==> src/rtl/bsg_manycore_eva_xlate_arbiter.sv <==
// Round-robin arbiter sharing one EVA->NPA translator, with a two-stage (EVA, result) pipeline and tile-group config registers.
// Optional build macro BSG_MANYCORE_EVA_XLATE_DROP_INVALID_EN: drop invalid translations and capture the first bad EVA on err_eva_o.
module bsg_manycore_eva_xlate_arbiter #(
  parameter int num_req_p      = 2,
  parameter int data_width_p   = 32,
  parameter int addr_width_p   = 28,
  parameter int x_cord_width_p = 7,
  parameter int y_cord_width_p = 7,
  parameter int cnt_width_p    = 16,
  localparam int id_w          = $clog2(num_req_p)
) (
  input  logic                              clk_i,
  input  logic                              reset_n_i,
  input  logic                              cfg_v_i,
  input  logic [x_cord_width_p-1:0]         cfg_tgo_x_i,
  input  logic [y_cord_width_p-1:0]         cfg_tgo_y_i,
  input  logic [x_cord_width_p-1:0]         cfg_tg_dim_x_i,
  input  logic [y_cord_width_p-1:0]         cfg_tg_dim_y_i,
  input  logic                              cfg_dram_enable_i,
  output logic                              cfg_ready_o,
  input  logic [num_req_p-1:0]              req_v_i,
  input  logic [num_req_p*data_width_p-1:0] req_eva_i,
  output logic [num_req_p-1:0]              req_ready_o,
  output logic [data_width_p-1:0]           xl_eva_o,
  output logic [x_cord_width_p-1:0]         xl_tgo_x_o,
  output logic [y_cord_width_p-1:0]         xl_tgo_y_o,
  output logic [x_cord_width_p-1:0]         xl_tg_dim_x_o,
  output logic [y_cord_width_p-1:0]         xl_tg_dim_y_o,
  output logic                              xl_dram_enable_o,
  input  logic [x_cord_width_p-1:0]         xl_x_cord_i,
  input  logic [y_cord_width_p-1:0]         xl_y_cord_i,
  input  logic [addr_width_p-1:0]           xl_epa_i,
  input  logic                              xl_invalid_i,
  output logic                              v_o,
  output logic [x_cord_width_p-1:0]         x_cord_o,
  output logic [y_cord_width_p-1:0]         y_cord_o,
  output logic [addr_width_p-1:0]           epa_o,
  output logic                              invalid_o,
  output logic [id_w-1:0]                   req_id_o,
  input  logic                              yumi_i,
  output logic [cnt_width_p-1:0]            invalid_count_o
`ifdef BSG_MANYCORE_EVA_XLATE_DROP_INVALID_EN
  , output logic [data_width_p-1:0]         err_eva_o
`endif
);

  logic [data_width_p-1:0] eva_arr [num_req_p];

  genvar gi;
  generate
    for (gi = 0; gi < num_req_p; gi++) begin : g_unpack
      assign eva_arr[gi] = req_eva_i[gi*data_width_p +: data_width_p];
    end
  endgenerate

  logic                      s0_v_reg;
  logic [data_width_p-1:0]   s0_eva_reg;
  logic [id_w-1:0]           s0_id_reg;
  logic                      s1_v_reg;
  logic [x_cord_width_p-1:0] s1_x_reg;
  logic [y_cord_width_p-1:0] s1_y_reg;
  logic [addr_width_p-1:0]   s1_epa_reg;
  logic                      s1_invalid_reg;
  logic [id_w-1:0]           s1_id_reg;
  logic [id_w-1:0]           rr_ptr_reg;
  logic [cnt_width_p-1:0]    invalid_count_reg;
  logic [x_cord_width_p-1:0] tgo_x_reg, tg_dim_x_reg;
  logic [y_cord_width_p-1:0] tgo_y_reg, tg_dim_y_reg;
  logic                      dram_enable_reg;

  logic            s0_move, s1_load, s0_open, grant_en;
  logic            grant_found;
  logic [id_w-1:0] grant_id;
  logic [id_w:0]   arb_idx;
  logic [id_w-1:0] rr_ptr_next;

  // Search starts at the pointer and wraps; arb_idx stays below num_req_p after the wrap.
  always_comb begin
    grant_found = 1'b0;
    grant_id    = '0;
    arb_idx     = '0;
    for (int i = 0; i < num_req_p; i++) begin
      arb_idx = {1'b0, rr_ptr_reg} + (id_w+1)'(i);
      if (arb_idx >= (id_w+1)'(num_req_p))
        arb_idx = arb_idx - (id_w+1)'(num_req_p);
      if (!grant_found && req_v_i[arb_idx[id_w-1:0]]) begin
        grant_found = 1'b1;
        grant_id    = arb_idx[id_w-1:0];
      end
    end
  end

`ifdef BSG_MANYCORE_EVA_XLATE_DROP_INVALID_EN
  // A dropped translation never needs S1, so it leaves S0 even when S1 is stalled.
  assign s0_move = s0_v_reg & (~s1_v_reg | yumi_i | xl_invalid_i);
  assign s1_load = s0_move & ~xl_invalid_i;
`else
  assign s0_move = s0_v_reg & (~s1_v_reg | yumi_i);
  assign s1_load = s0_move;
`endif

  assign s0_open     = ~s0_v_reg | s0_move;
  // Any pending config write freezes new grants so the pipeline drains under it.
  assign grant_en    = s0_open & ~cfg_v_i & grant_found;
  assign cfg_ready_o = cfg_v_i & ~s0_v_reg & ~s1_v_reg;
  assign rr_ptr_next = (grant_id == id_w'(num_req_p-1)) ? '0 : grant_id + 1'b1;

  always_comb begin
    req_ready_o = '0;
    if (grant_en)
      req_ready_o[grant_id] = 1'b1;
  end

  always_ff @(posedge clk_i or negedge reset_n_i) begin
    if (!reset_n_i) begin
      s0_v_reg          <= 1'b0;
      s0_eva_reg        <= '0;
      s0_id_reg         <= '0;
      s1_v_reg          <= 1'b0;
      s1_x_reg          <= '0;
      s1_y_reg          <= '0;
      s1_epa_reg        <= '0;
      s1_invalid_reg    <= 1'b0;
      s1_id_reg         <= '0;
      rr_ptr_reg        <= '0;
      invalid_count_reg <= '0;
      tgo_x_reg         <= '0;
      tgo_y_reg         <= '0;
      tg_dim_x_reg      <= '0;
      tg_dim_y_reg      <= '0;
      dram_enable_reg   <= 1'b0;
    end else begin
      if (grant_en) begin
        s0_v_reg   <= 1'b1;
        s0_eva_reg <= eva_arr[grant_id];
        s0_id_reg  <= grant_id;
        rr_ptr_reg <= rr_ptr_next;
      end else if (s0_move) begin
        s0_v_reg <= 1'b0;
      end

      if (s1_load) begin
        s1_v_reg       <= 1'b1;
        s1_x_reg       <= xl_x_cord_i;
        s1_y_reg       <= xl_y_cord_i;
        s1_epa_reg     <= xl_epa_i;
        s1_invalid_reg <= xl_invalid_i;
        s1_id_reg      <= s0_id_reg;
      end else if (yumi_i) begin
        s1_v_reg <= 1'b0;
      end

      if (s0_move && xl_invalid_i && (invalid_count_reg != '1))
        invalid_count_reg <= invalid_count_reg + 1'b1;

      if (cfg_ready_o) begin
        tgo_x_reg       <= cfg_tgo_x_i;
        tgo_y_reg       <= cfg_tgo_y_i;
        tg_dim_x_reg    <= cfg_tg_dim_x_i;
        tg_dim_y_reg    <= cfg_tg_dim_y_i;
        dram_enable_reg <= cfg_dram_enable_i;
      end
    end
  end

`ifdef BSG_MANYCORE_EVA_XLATE_DROP_INVALID_EN
  logic                    err_v_reg;
  logic [data_width_p-1:0] err_eva_reg;

  always_ff @(posedge clk_i or negedge reset_n_i) begin
    if (!reset_n_i) begin
      err_v_reg   <= 1'b0;
      err_eva_reg <= '0;
    end else if (s0_move && xl_invalid_i && !err_v_reg) begin
      err_v_reg   <= 1'b1;
      err_eva_reg <= s0_eva_reg;
    end
  end

  assign err_eva_o = err_eva_reg;
  assign invalid_o = 1'b0;
`else
  assign invalid_o = s1_invalid_reg;
`endif

  assign xl_eva_o         = s0_eva_reg;
  assign xl_tgo_x_o       = tgo_x_reg;
  assign xl_tgo_y_o       = tgo_y_reg;
  assign xl_tg_dim_x_o    = tg_dim_x_reg;
  assign xl_tg_dim_y_o    = tg_dim_y_reg;
  assign xl_dram_enable_o = dram_enable_reg;
  assign v_o              = s1_v_reg;
  assign x_cord_o         = s1_x_reg;
  assign y_cord_o         = s1_y_reg;
  assign epa_o            = s1_epa_reg;
  assign req_id_o         = s1_id_reg;
  assign invalid_count_o  = invalid_count_reg;

endmodule

==> config.mk <==
export PLATFORM = sky130hd
export DESIGN_NAME = bsg_manycore_eva_xlate_arbiter
export DESIGN_NICKNAME = d
export VERILOG_FILES = /design/src/rtl/bsg_manycore_eva_xlate_arbiter.sv
export SDC_FILE = /design/constraint.sdc
export NUM_CORES = 1
export LEC_CHECK = 0
export ABC_CLOCK_PERIOD_IN_PS = 2080
export BUFFER_PORTS_ARGS = -buffer_cell sky130_fd_sc_hd__buf_2
export CAP_MARGIN = 20
export CORE_AREA = 2 2 139 87
export CTS_CLUSTER_DIAMETER = 100
export DETAILED_ROUTE_END_ITERATION = 8
export DIE_AREA = 0 0 141 89
export PLACE_DENSITY = 0.85
export SLEW_MARGIN = 20
export SYNTH_ARGS = -nofsm -noshare
export SYNTH_HDL_FRONTEND = slang
export SYNTH_SLANG_ARGS = --single-unit
==> constraint.sdc <==
create_clock -name clk_i -period 2.08 [get_ports clk_i]
set_clock_uncertainty 0.15 [all_clocks]
set_input_delay 0.104 -clock clk_i [delete_from_list [all_inputs] [get_ports clk_i]]
set_output_delay 0.104 -clock clk_i [all_outputs]
set_load 0.02 [all_outputs]
After elaboration in Yosys (flattened, before gate mapping)

Index checks and enable logic that the tools add are counted.

Bits in registers: 125
Input port bits: 142
Output and inout port bits: 125
Logic and storage cells: 68

Add/subtract/negate cells: 5
Magnitude comparators: 7
Equality and inequality tests: 1
Mux-type cells: 21
Bitwise logic cells: 11
Reductions and logical operators: 7

Operators with widths:

| kind                                                        | number |
|---|---|
| two-way mux 32 bit                                          | 3 |
| adder 16 x 1 -> 16 bit (second input constant)              | 1 |
| two-way mux 1 bit                                           | 16 |
| != test 16 bit (second input constant)                      | 1 |
| less-than comparator 1 x 2 -> 1 bit (second input constant) | 3 |
| bitwise AND 1 bit                                           | 5 |
| >= comparator 2 bit (second input constant)                 | 2 |
| logical AND 1 bit                                           | 4 |
| nonzero test 2 bit                                          | 2 |
| inverter 1 bit                                              | 3 |
| adder 1 x 1 -> 2 bit (second input constant)                | 1 |
| >= comparator 1 x 2 -> 1 bit (second input constant)        | 1 |
| two-way mux 2 bit                                           | 1 |
| inverter 1 -> 2 bit                                         | 1 |
| bitwise OR 1 bit                                            | 2 |
| subtractor 1 bit (second input constant)                    | 2 |
| adder 1 bit (second input constant)                         | 1 |
| demux 1 bit (select 1 bit)                                  | 1 |
| >= comparator 1 bit (second input constant)                 | 1 |
| logical NOT 1 bit                                           | 1 |

Depth between registers and ports, before layout

Gate-level depths: netlist of run 1.

Depth after elaboration: 13
Mapped depth: 7
Gate-level depth less buffers: 6

Least setup slack after synthesis of run 1

OpenSTA, ideal clock, no wires.

Path kind: reg-to-reg
Start point: register invalid_count_reg[0] (netlist: invalid_count_o[0])
End point: register invalid_count_reg[1] (netlist: invalid_count_o[1])
Setup time: 0.125 ns
Arrival: 1.581 ns
Required time: 1.805 ns
Path slack: 0.225 ns
Stages on the path, launching flop included: 6
Path buffers: 0
Clock period less this slack: 1.855 ns
Cells stage by stage: dfrtp_1 -> ha_1 -> nand2_1 -> nor4b_4 -> a21oi_2 -> mux2_2

Cells in the longest elaborated chain, start to end: 2
Elaborated cells on any way between the ends: 3
Classes of those cells: add/sub: 1; eq/ne: 1; reduce/logical: 1

Ends and longest elaborated chain:

| item                                                                           | line | text |
|---|---|---|
| from (decl)                                                                    | 66   | `logic [cnt_width_p-1:0] invalid_count_reg;` |
| from (signal assigned)                                                         | 154  | `invalid_count_reg <= invalid_count_reg + 1'b1;` |
| parallel branches: the longest is 2 deep, another holds adder 16 x 1 -> 16 bit | n/a  |  |

Several ways; the timed one is not identified.
A chain may end at the register's enable or synchronous reset.

Worst setup path after layout of run 1

Start point: register s1_v_reg (netlist: v_o)
End point: output port req_ready_o[0]

Cells in the longest elaborated chain, start to end: 7

Ends and longest elaborated chain:

| item                            | line | text |
|---|---|---|
| from (decl)                     | 59   | `logic s1_v_reg;` |
| from (signal assigned)          | 119  | `s1_v_reg <= 1'b0;` |
| from (signal assigned)          | 143  | `s1_v_reg <= 1'b1;` |
| from (signal assigned)          | 150  | `s1_v_reg <= 1'b0;` |
| inverter 1 bit                  | 98   | `assign s0_move = s0_v_reg & (~s1_v_reg \| yumi_i);` |
| bitwise OR 1 bit                | 98   |  |
| bitwise AND 1 bit               | 98   |  |
| bitwise OR 1 bit                | 102  | `assign s0_open = ~s0_v_reg \| s0_move;` |
| bitwise AND 1 bit (2 in series) | 104  | `assign grant_en = s0_open & ~cfg_v_i & grant_found;` |
| two-way mux 2 bit               | 110  | `if (grant_en)` |
| to (decl)                       | 23   | `output logic [num_req_p-1:0] req_ready_o,` |

Every way passes these cells.

==> results of run 1 <==
## metal layers
metal | vias up | wire [µm] | track usage (%)
met5 | - | 0 | 0
met4 | 0 | 777 | 14.0
met3 | 77 | 1250 | 7.66
met2 | 292 | 8770 | 50.4
met1 | 2361 | 6510 | 29.5
li1 | 2100 | - | -
## final cells by class
type	count	area [µm²]	area share, %
Sequential cell	125	3130	36.5
Timing Repair Buffer	413	2870	33.5
Multi-Input combinational cell	172	1610	18.8
Clock buffer	20	467	5.45
Clock inverter	12	183	2.13
Tap cell	144	180	2.10
Inverter	34	128	1.49
## power breakdown
part	switching (mW)	internal, mW	leakage (nW)
clock network	1.09	2.12	0.310
registers	0.405	3.06	1.51
logic	1.63	1.25	2.46
total	3.12	6.42	4.29
## layout by cell type (no fill, tap or decap), types with 5 or more instances in the layout
cell type      Yosys  layout
nand2_1           12      12
buf_4              0       5
xnor2_1           11      11
nand3_1            7       7
dfrtp_1          125     125
buf_12             0       5
a222oi_1          32      32
mux2_2            73      73
clkbuf_16          0      18
buf_2             11     264
dlygate4sd3_1      0     138
inv_1             34      34
## worst max path at each step
stage	cells past startpoint	from	endpoint	slack, ns
after CTS	5	v_o	req_ready_o[0]	0.05
after global placement	5	v_o	xl_eva_o[7]	0.17
final	5	v_o	req_ready_o[0]	0.06
after global routing	5	v_o	req_ready_o[0]	-0.01
after detailed placement	5	v_o	xl_eva_o[12]	0.14
after floorplan	5	invalid_count_o[0]	invalid_count_o[1]	0.22
## cells by family after synthesis
kind of cell,after synthesis
flops,125
mux,73
buf+inv,52
simple gates,43
compound gates,41
xor+xnor,14
fa+ha+maj,1
## metrics by stage
stage / util (%) / instance area [µm²] / instances / hold slack (ns)
finish: 76.8 / 8560 / 920 / 0.160
detailed placement: 58.2 / 6480 / 748 / 0.114
global placement: 58.1 / 6480 / 748 / 0.0953
CTS: 76.5 / 8530 / 919 / 0.205
floorplan: - / 4940 / 349 / -0.342
global route: 76.8 / 8560 / 920 / 0.226
## tightest hold or removal path: stages
cell and delay, ns:
dlygate4sd3_1 0.53, buf_4 0.12, buf_12 0.43
## synth_stat cells (all sizes together), types with 3 or more instances
cell type | n | area, µm²
nor3 | 3 | 15.0
mux2 | 73 | 822
dfrtp | 125 | 3130
and3 | 5 | 31.3
xnor2 | 11 | 96.3
nor2 | 5 | 21.3
clkbuf | 3 | 11.3
inv | 34 | 128
buf | 15 | 100
nand2b | 3 | 18.8
nand3 | 7 | 35.0
xor2 | 3 | 26.3
a222oi | 32 | 320
nand2 | 12 | 45.0
nand4 | 4 | 25.0
## what timing repair did
action	4_1_cts	5_1_grt
hold buffers	138	0
endpoints found under the setup margin	2	2
resized for setup	2	2
pin swaps	1	0
setup buffers	1	0
gates cloned	0	1
hold endpoints to repair	233	0
==> flow_metrics.tcl, run 1 <==
set metrics [dict create \
    status "completed" \
    hp-class "in2async" \
    grt_max_degree 126 \
    synth-compound-area-share_pct 7.69 \
    leakagePower_nw 4.29 \
    gr-usage-all-layers_pct 27.3 \
    syn_area_per_cell_um2 14.2 \
    fmax_mhz 495 \
    synthToLayoutAreaGrowth_pct 73.1 \
    nets 906 \
    place_ws_ns 0.141 \
    synthSimpleGateAreaFrac_pct 4.86 \
    required_ns 1.83 \
    cpLargestDelayFamily "simple AND/OR/NAND/NOR gates" \
    irDropWorstVdd_mv 0.706 \
    wire_per_inst_um 18.8 \
    ys_ff_latch 125 \
    worstMarginPinSlew_ns 0.917 \
    crit_arrival_ns 1.77 \
    async_flop_share_pct 100 \
    routed_wl_mm 17.3 \
    drc 0 \
    yosysUniqueCellTypes 29 \
    syn_inst 349 \
    diodes 0 \
    htree_levels 4 \
    hold_violations 0 \
    dieArea_um2 12500 \
    slowest_delay_ns 0.42 \
    fin_ws_ns 0.0582 \
    largest_reg_flops 32 \
    cts_buffers 17 \
    cts.sinks 125 \
    synth_edf_count 0 \
    num_rows 30 \
    gp_congestion 0.785 \
    grt_pass1_wl_mm 26.3 \
    critPathKind "reg2out" \
    synth_top_family_by_area "multiplexers" \
    dr_total_vias 4830 \
    antenna_left 0 \
    fin_setup_tns_ns 0 \
    drt-initial-drc-count 342 \
    syn-num-nets 492 \
    hpwl_mm 9.23 \
    firstDrtPassIters 9 \
    synth_ff_type "dfrtp_1" \
    ys_warn_count 0 \
    clkTransAtPathRegs_ns 0.06 \
    slew_headroom_pct 38.7 \
    slew_violations 0 \
    synthMuxAreaShare_pct 16.6 \
    start_util_pct 44.4 \
    cp_cell_sequence "nor2b_2 -> a21oi_2 -> and3_2 -> buf_12 -> buf_2" \
    fp.coreArea_um2 11100 \
    critPathCaptureType "output pin" \
    routed_via_density 5.25 \
    r2r_end "xl_eva_o[30]" \
    ff2ff_path_depth 6 \
    die_x_um 141 \
    finalSetupViolations 0 \
    fp.dieH_um 89 \
    cts_tree "done" \
    clock_insertion_delay_worst_skew_ns 0.39 \
    port_buffers 266 \
    finalCriticalPeriod_ns 2.02 \
    yosys.area_share.adder_pct 0.253 \
    synthXorXnorAreaFrac_pct 2.48 \
    ys_seq_area_share_pct 63.3 \
    clockBufferDepth 2 \
    cp_num_buf_inv 2 \
    gr-total-overflow 0 \
    slowest_stage "dfrtp_1" \
    maxCapViolations 0 \
    grt_pass1_vias 5200 \
    r2r-start "v_o" \
    synth_area_um2 4940 \
    pin_count 267 \
    critPathMaxFanout 17 \
    fillers 660 \
    layout-drive-gt1-share_pct 50.1 \
    powerDensity_nw_per_um2 1120 \
    min_period_over_period_pct 97.2 \
    antenna_found_initial 0 \
    power.total_mw 9.54 \
    cp-start-kind "flop" \
    r2r_slack_ns 0.12 \
    cts_root_buf "clkbuf_16" \
]
Note: power is estimated with default switching activity, not from simulation.
==> run 2, diff against run 1 <==
--- a/config.mk
+++ b/config.mk
@@ -5,13 +5,13 @@
 export SDC_FILE = /design/constraint.sdc
 export NUM_CORES = 1
 export LEC_CHECK = 0
-export ABC_CLOCK_PERIOD_IN_PS = 2080
 export BUFFER_PORTS_ARGS = -buffer_cell sky130_fd_sc_hd__buf_2
 export CAP_MARGIN = 20
 export CORE_AREA = 2 2 139 87
 export CTS_CLUSTER_DIAMETER = 100
 export DETAILED_ROUTE_END_ITERATION = 8
 export DIE_AREA = 0 0 141 89
+export MAX_ROUTING_LAYER = met4
 export PLACE_DENSITY = 0.85
 export SLEW_MARGIN = 20
 export SYNTH_ARGS = -nofsm -noshare
==> run 2 against run 1 <==
  * Critical path type unchanged
  * Combinational power hardly changed
  * Largest cell class unchanged
  * Hold slack improved by 0.045 ns
  * Global-route usage grew 0.94 points
  * Register-to-register slack is essentially flat
==> flow_metrics.tcl, run 2 (synthesis results as in run 1) <==
set metrics [dict create \
    status "completed" \
    maxCapViolations 0 \
    cts_tree "done" \
    largest_reg_flops 32 \
    cts.sinks 125 \
    layout_common_cells "buf_2 (264), dlygate4sd3_1 (138), dfrtp_1 (125)" \
    met1_usage_pct 30.0 \
    use_met3_pct 7.07 \
    htree_levels 4 \
    clkTransAtPathRegs_ns 0.06 \
    cts_buffers 17 \
    dieArea_um2 12500 \
    drc 0 \
    critPathMaxFanout 17 \
    rsz0062_at_grt "false" \
    antenna_left 0 \
    die_x_um 141 \
    gp_congestion 0.796 \
    drt-initial-drc-count 333 \
    required_ns 1.83 \
    leakagePower_nw 4.29 \
    multiInputGateArea_um2 1610 \
    layout_commonest_cell "buf_2" \
    fin_setup_tns_ns 0 \
    clockBufferDepth 2 \
    diodes 0 \
    place_ws_ns 0.141 \
    grt_pass1_vias 5197 \
    fillers 657 \
    critPathKind "reg2out" \
    finalSetupViolations 0 \
    slowest_delay_ns 0.41 \
    irDropWorstVdd_mv 0.711 \
    nets 906 \
    r2r_slack_ns 0.13 \
    start_util_pct 44.4 \
    synthToLayoutAreaGrowth_pct 73.1 \
    worstMarginPinSlew_ns 0.890 \
    wire_per_inst_um 18.7 \
    port_buffers 266 \
    critPathCaptureType "output pin" \
    min_period_over_period_pct 96.5 \
    slew_violations 0 \
    fin_ws_ns 0.0733 \
    num_rows 30 \
    antenna_found_initial 0 \
    routed_wl_mm 17.2 \
    cp_num_buf_inv 2 \
    hpwl_mm 9.23 \
    cp_cell_sequence "nor2b_2 -> a21oi_2 -> and3_2 -> buf_12 -> buf_2" \
    grt_max_degree 126 \
    hp-class "in2async" \
    cpLargestDelayFamily "simple AND/OR/NAND/NOR gates" \
    cts_root_buf "clkbuf_16" \
    hold_violations 0 \
    finalCriticalPeriod_ns 2.01 \
    fp.dieH_um 89 \
    powerDensity_nw_per_um2 1110 \
    grt_use_met2_pct 50.5 \
    dr_total_vias 4828 \
    seqCellArea_um2 3130 \
    fmax_mhz 498 \
    gr-total-overflow 0 \
    slowest_stage "dfrtp_1" \
    grt-busiest-layer "met2" \
    crit_arrival_ns 1.75 \
    layout-drive-gt1-share_pct 50.1 \
    cp-start-kind "flop" \
    firstDrtPassIters 9 \
    grt_pass1_wl_mm 26.4 \
    routed_via_density 5.25 \
    gr-usage-all-layers_pct 28.2 \
    fp.coreArea_um2 11100 \
    clock_insertion_delay_worst_skew_ns 0.39 \
    slew_headroom_pct 40.5 \
    pin_count 267 \
]
## run 2: path summary, 6_finish.rpt
path | start | to | depth (start not counted)
min reg2reg | invalid_count_o[5] | invalid_count_o[5] | 1
min | reset_n_i | y_cord_o[4] | 3
min in group clk_i | req_v_i[1] | s0_id_reg | 4
max reg2reg | v_o | xl_eva_o[17] | 6
max | v_o | req_ready_o[0] | 5
max in group asynchronous | reset_n_i | xl_tgo_x_o[0] | 3
## run 2: report_power, final
| part | internal, mW | switching [mW] |
|---|---|---|
| sequential | 3.06 | 0.403 |
| combinational | 1.25 | 1.64 |
| clock | 2.12 | 1.08 |
| total | 6.42 | 3.12 |
## run 2: cell type report
type | count | share of cell area [%]
Clock buffer | 20 | 5.45
Sequential cell | 125 | 36.5
Multi-Input combinational cell | 172 | 18.8
Timing Repair Buffer | 413 | 33.5
Tap cell | 144 | 2.10
Clock inverter | 12 | 2.13
Inverter | 34 | 1.49
## run 2: stage by stage
step	power (mW)	hold WS, ns	std cells	utilization (%)	area (µm²)
2_1_floorplan	4.97	-0.342	349	-	4940
3_3_place_gp	5.92	0.0953	748	58.1	6480
3_5_place_dp	6.04	0.114	748	58.2	6480
4_1_cts	9.47	0.205	919	76.5	8530
5_1_grt	9.96	0.226	920	76.8	8560
6_report	9.54	0.205	920	76.8	8560
## run 2: tightest hold or removal path: cells and delay by family
kind,cells,cell delay [ns]
buffers and inverters,3,1.11
## run 2: repair_timing
| action | CTS | global route |
|---|---|---|
| gates cloned | 0 | 1 |
| buffers inserted | 1 | 0 |
| resized for setup | 2 | 2 |
| endpoints found under the hold margin | 233 | 0 |
| pin swaps | 1 | 0 |
| hold buffers | 138 | 0 |
| setup endpoints to repair | 2 | 2 |
## run 2: metal layers
metal / share of wire (%) / vias to the layer above
met3: 6.2 / 81
met2: 51 / 274
met1: 38 / 2376
met4: 4.5 / 0
met5: 0 / -
li1: - / 2097
==> run 3, diff against run 2 <==
--- a/config.mk
+++ b/config.mk
@@ -9,6 +9,7 @@
 export CAP_MARGIN = 20
 export CORE_AREA = 2 2 139 87
 export CTS_CLUSTER_DIAMETER = 100
+export CTS_CLUSTER_SIZE = 10
 export DETAILED_ROUTE_END_ITERATION = 8
 export DIE_AREA = 0 0 141 89
 export MAX_ROUTING_LAYER = met4
==> constraint.sdc (replaced) <==
create_clock -name clk_i -period 2.08 [get_ports clk_i]
set_clock_uncertainty 0.15 [all_clocks]
set_input_delay 0.416 -clock clk_i [delete_from_list [all_inputs] [get_ports clk_i]]
set_output_delay 0.416 -clock clk_i [all_outputs]
set_load 0.02 [all_outputs]
==> run 3 against run 2 <==
  * The flow now finishes with violations (setup timing)
  * Clock power down 2%
  * Sequential power down 1%
  * Cell count down 14%
  * Global-route usage down 6.3 points
==> flow_metrics.tcl, run 3 (synthesis results as in run 1) <==
set metrics [dict create \
    required_ns 1.51 \
    hpwl_mm 9.33 \
    antenna_found_initial 0 \
    cts.sinks 125 \
    dieArea_um2 12500 \
    drc 0 \
    gp_congestion 0.870 \
    finalCriticalPeriod_ns 2.09 \
    worstMarginPinSlew_ns 0.654 \
    dpl.cell_count 750 \
    nets 778 \
    fmax_mhz 478 \
    drt-initial-drc-count 299 \
    gr-total-overflow 0 \
    wire_per_inst_um 16.7 \
    clock_insertion_delay_worst_skew_ns 0.39 \
    fin_ws_ns -0.0109 \
    gr-usage-all-layers_pct 21.9 \
    use_met3_pct 5.78 \
    powerDensity_nw_per_um2 1260 \
    slowest_delay_ns 0.39 \
    layout_common_cells "buf_2 (263), dfrtp_1 (125), mux2_2 (73)" \
    irDropWorstVdd_mv 0.662 \
    finalSetupViolations 1 \
    num_rows 30 \
    violations "setup timing" \
    cp-start-kind "flop" \
    cts_buffers 17 \
    grt_max_degree 126 \
    final_cell_area_um2 7300 \
    met1_usage_pct 26.8 \
    clockBufferDepth 2 \
    clkTransAtPathRegs_ns 0.06 \
    layout-drive-gt1-share_pct 61.3 \
    critPathKind "reg2out" \
    slowest_stage "dfrtp_1" \
    place_area_um2 6490 \
    pin_count 267 \
    power.total_mw 9.20 \
    start_util_pct 44.4 \
    status "finished with violations" \
    whs_ns 0.0848 \
    dr_total_vias 4150 \
    crit_arrival_ns 1.52 \
    routed_wl_mm 13.3 \
    fp.dieH_um 89 \
    rsz0062_at_grt "true" \
    layout_commonest_cell "buf_2" \
    finalNonFillerCells 792 \
    synthToLayoutAreaGrowth_pct 47.7 \
    leakagePower_nw 3.78 \
    slew_headroom_pct 56.4 \
    cts_tree "done" \
    grt_pass1_wl_mm 20.7 \
    largest_reg_flops 32 \
    htree_levels 4 \
    critPathMaxFanout 2 \
    hp-class "in2reg" \
    hold_violations 0 \
    die_x_um 141 \
    grt_pass1_vias 4229 \
    cts_root_buf "clkbuf_16" \
    routed_via_density 5.24 \
    cp_cell_sequence "nor2b_4 -> a21oi_2 -> buf_4 -> and3_4 -> buf_6" \
    fp.coreArea_um2 11100 \
    slew_violations 0 \
    firstDrtPassIters 6 \
    min_period_over_period_pct 101 \
    grt-busiest-layer "met2" \
    critPathCaptureType "output pin" \
    maxCapViolations 0 \
    diodes 0 \
    antenna_left 0 \
    fin_util_pct 65.5 \
    grt_use_met2_pct 35.7 \
    port_buffers 266 \
]
==> run 3: through the flow <==
step	setup WS (ns)	setup TNS (ns)
after floorplan	0.179	0
after global placement	0.0946	0
final	-0.0109	-0.0109
after CTS	-0.00979	-0.00979
after global routing	-0.0725	-0.120
after detailed placement	0.0180	0
==> run 3: timing repair <==
item	CTS	global route
setup endpoints to repair	3	2
pin swaps	3	0
gates cloned	2	0
hold buffers	1	0
endpoints found under the hold margin	13	0
buffers inserted	7	0
resized for setup	11	1
==> run 3: worst paths after layout <==
check	from	endpoint	slack (ns)	cells past startpoint
hold / removal	req_eva_i[41]	xl_eva_o[9]	0.08	3
min in group asynchronous	reset_n_i	y_cord_o[4]	0.49	3
max in group asynchronous	reset_n_i	invalid_count_o[6]	0.78	3
hold reg to reg	s0_id_reg	s0_id_reg	0.33	1
setup reg to reg	invalid_count_o[6]	invalid_count_o[1]	0.15	4
setup / recovery	v_o	req_ready_o[1]	-0.01	5
==> run 3: final cells by class <==
cell class / instances / area, µm²
Fill cell: 825 / 3850
Sequential cell: 125 / 3130
Multi-Input combinational cell: 172 / 1620
Timing Repair Buffer: 285 / 1610
Clock buffer: 20 / 457
Clock inverter: 12 / 185
Tap cell: 144 / 180
Inverter: 34 / 128
==> run 3: report_power, final <==
part | internal, mW | switching, mW
clock | 2.08 | 1.06
combinational | 1.12 | 1.52
sequential | 3.06 | 0.364
==> run 3: routing by layer <==
metal  share of wire (%)  wire length, µm
met1                  41             5470
met2                  49             6550
met3                 7.4              979
met4                 1.9              255
met5                   0                0
==> run 3: critical path: cells and delay by family, from the launching register on <==
family	cells	cell delay, ns
compound gates	1	0.15
buf+inv	2	0.26
flops	1	0.39
simple gates	2	0.33
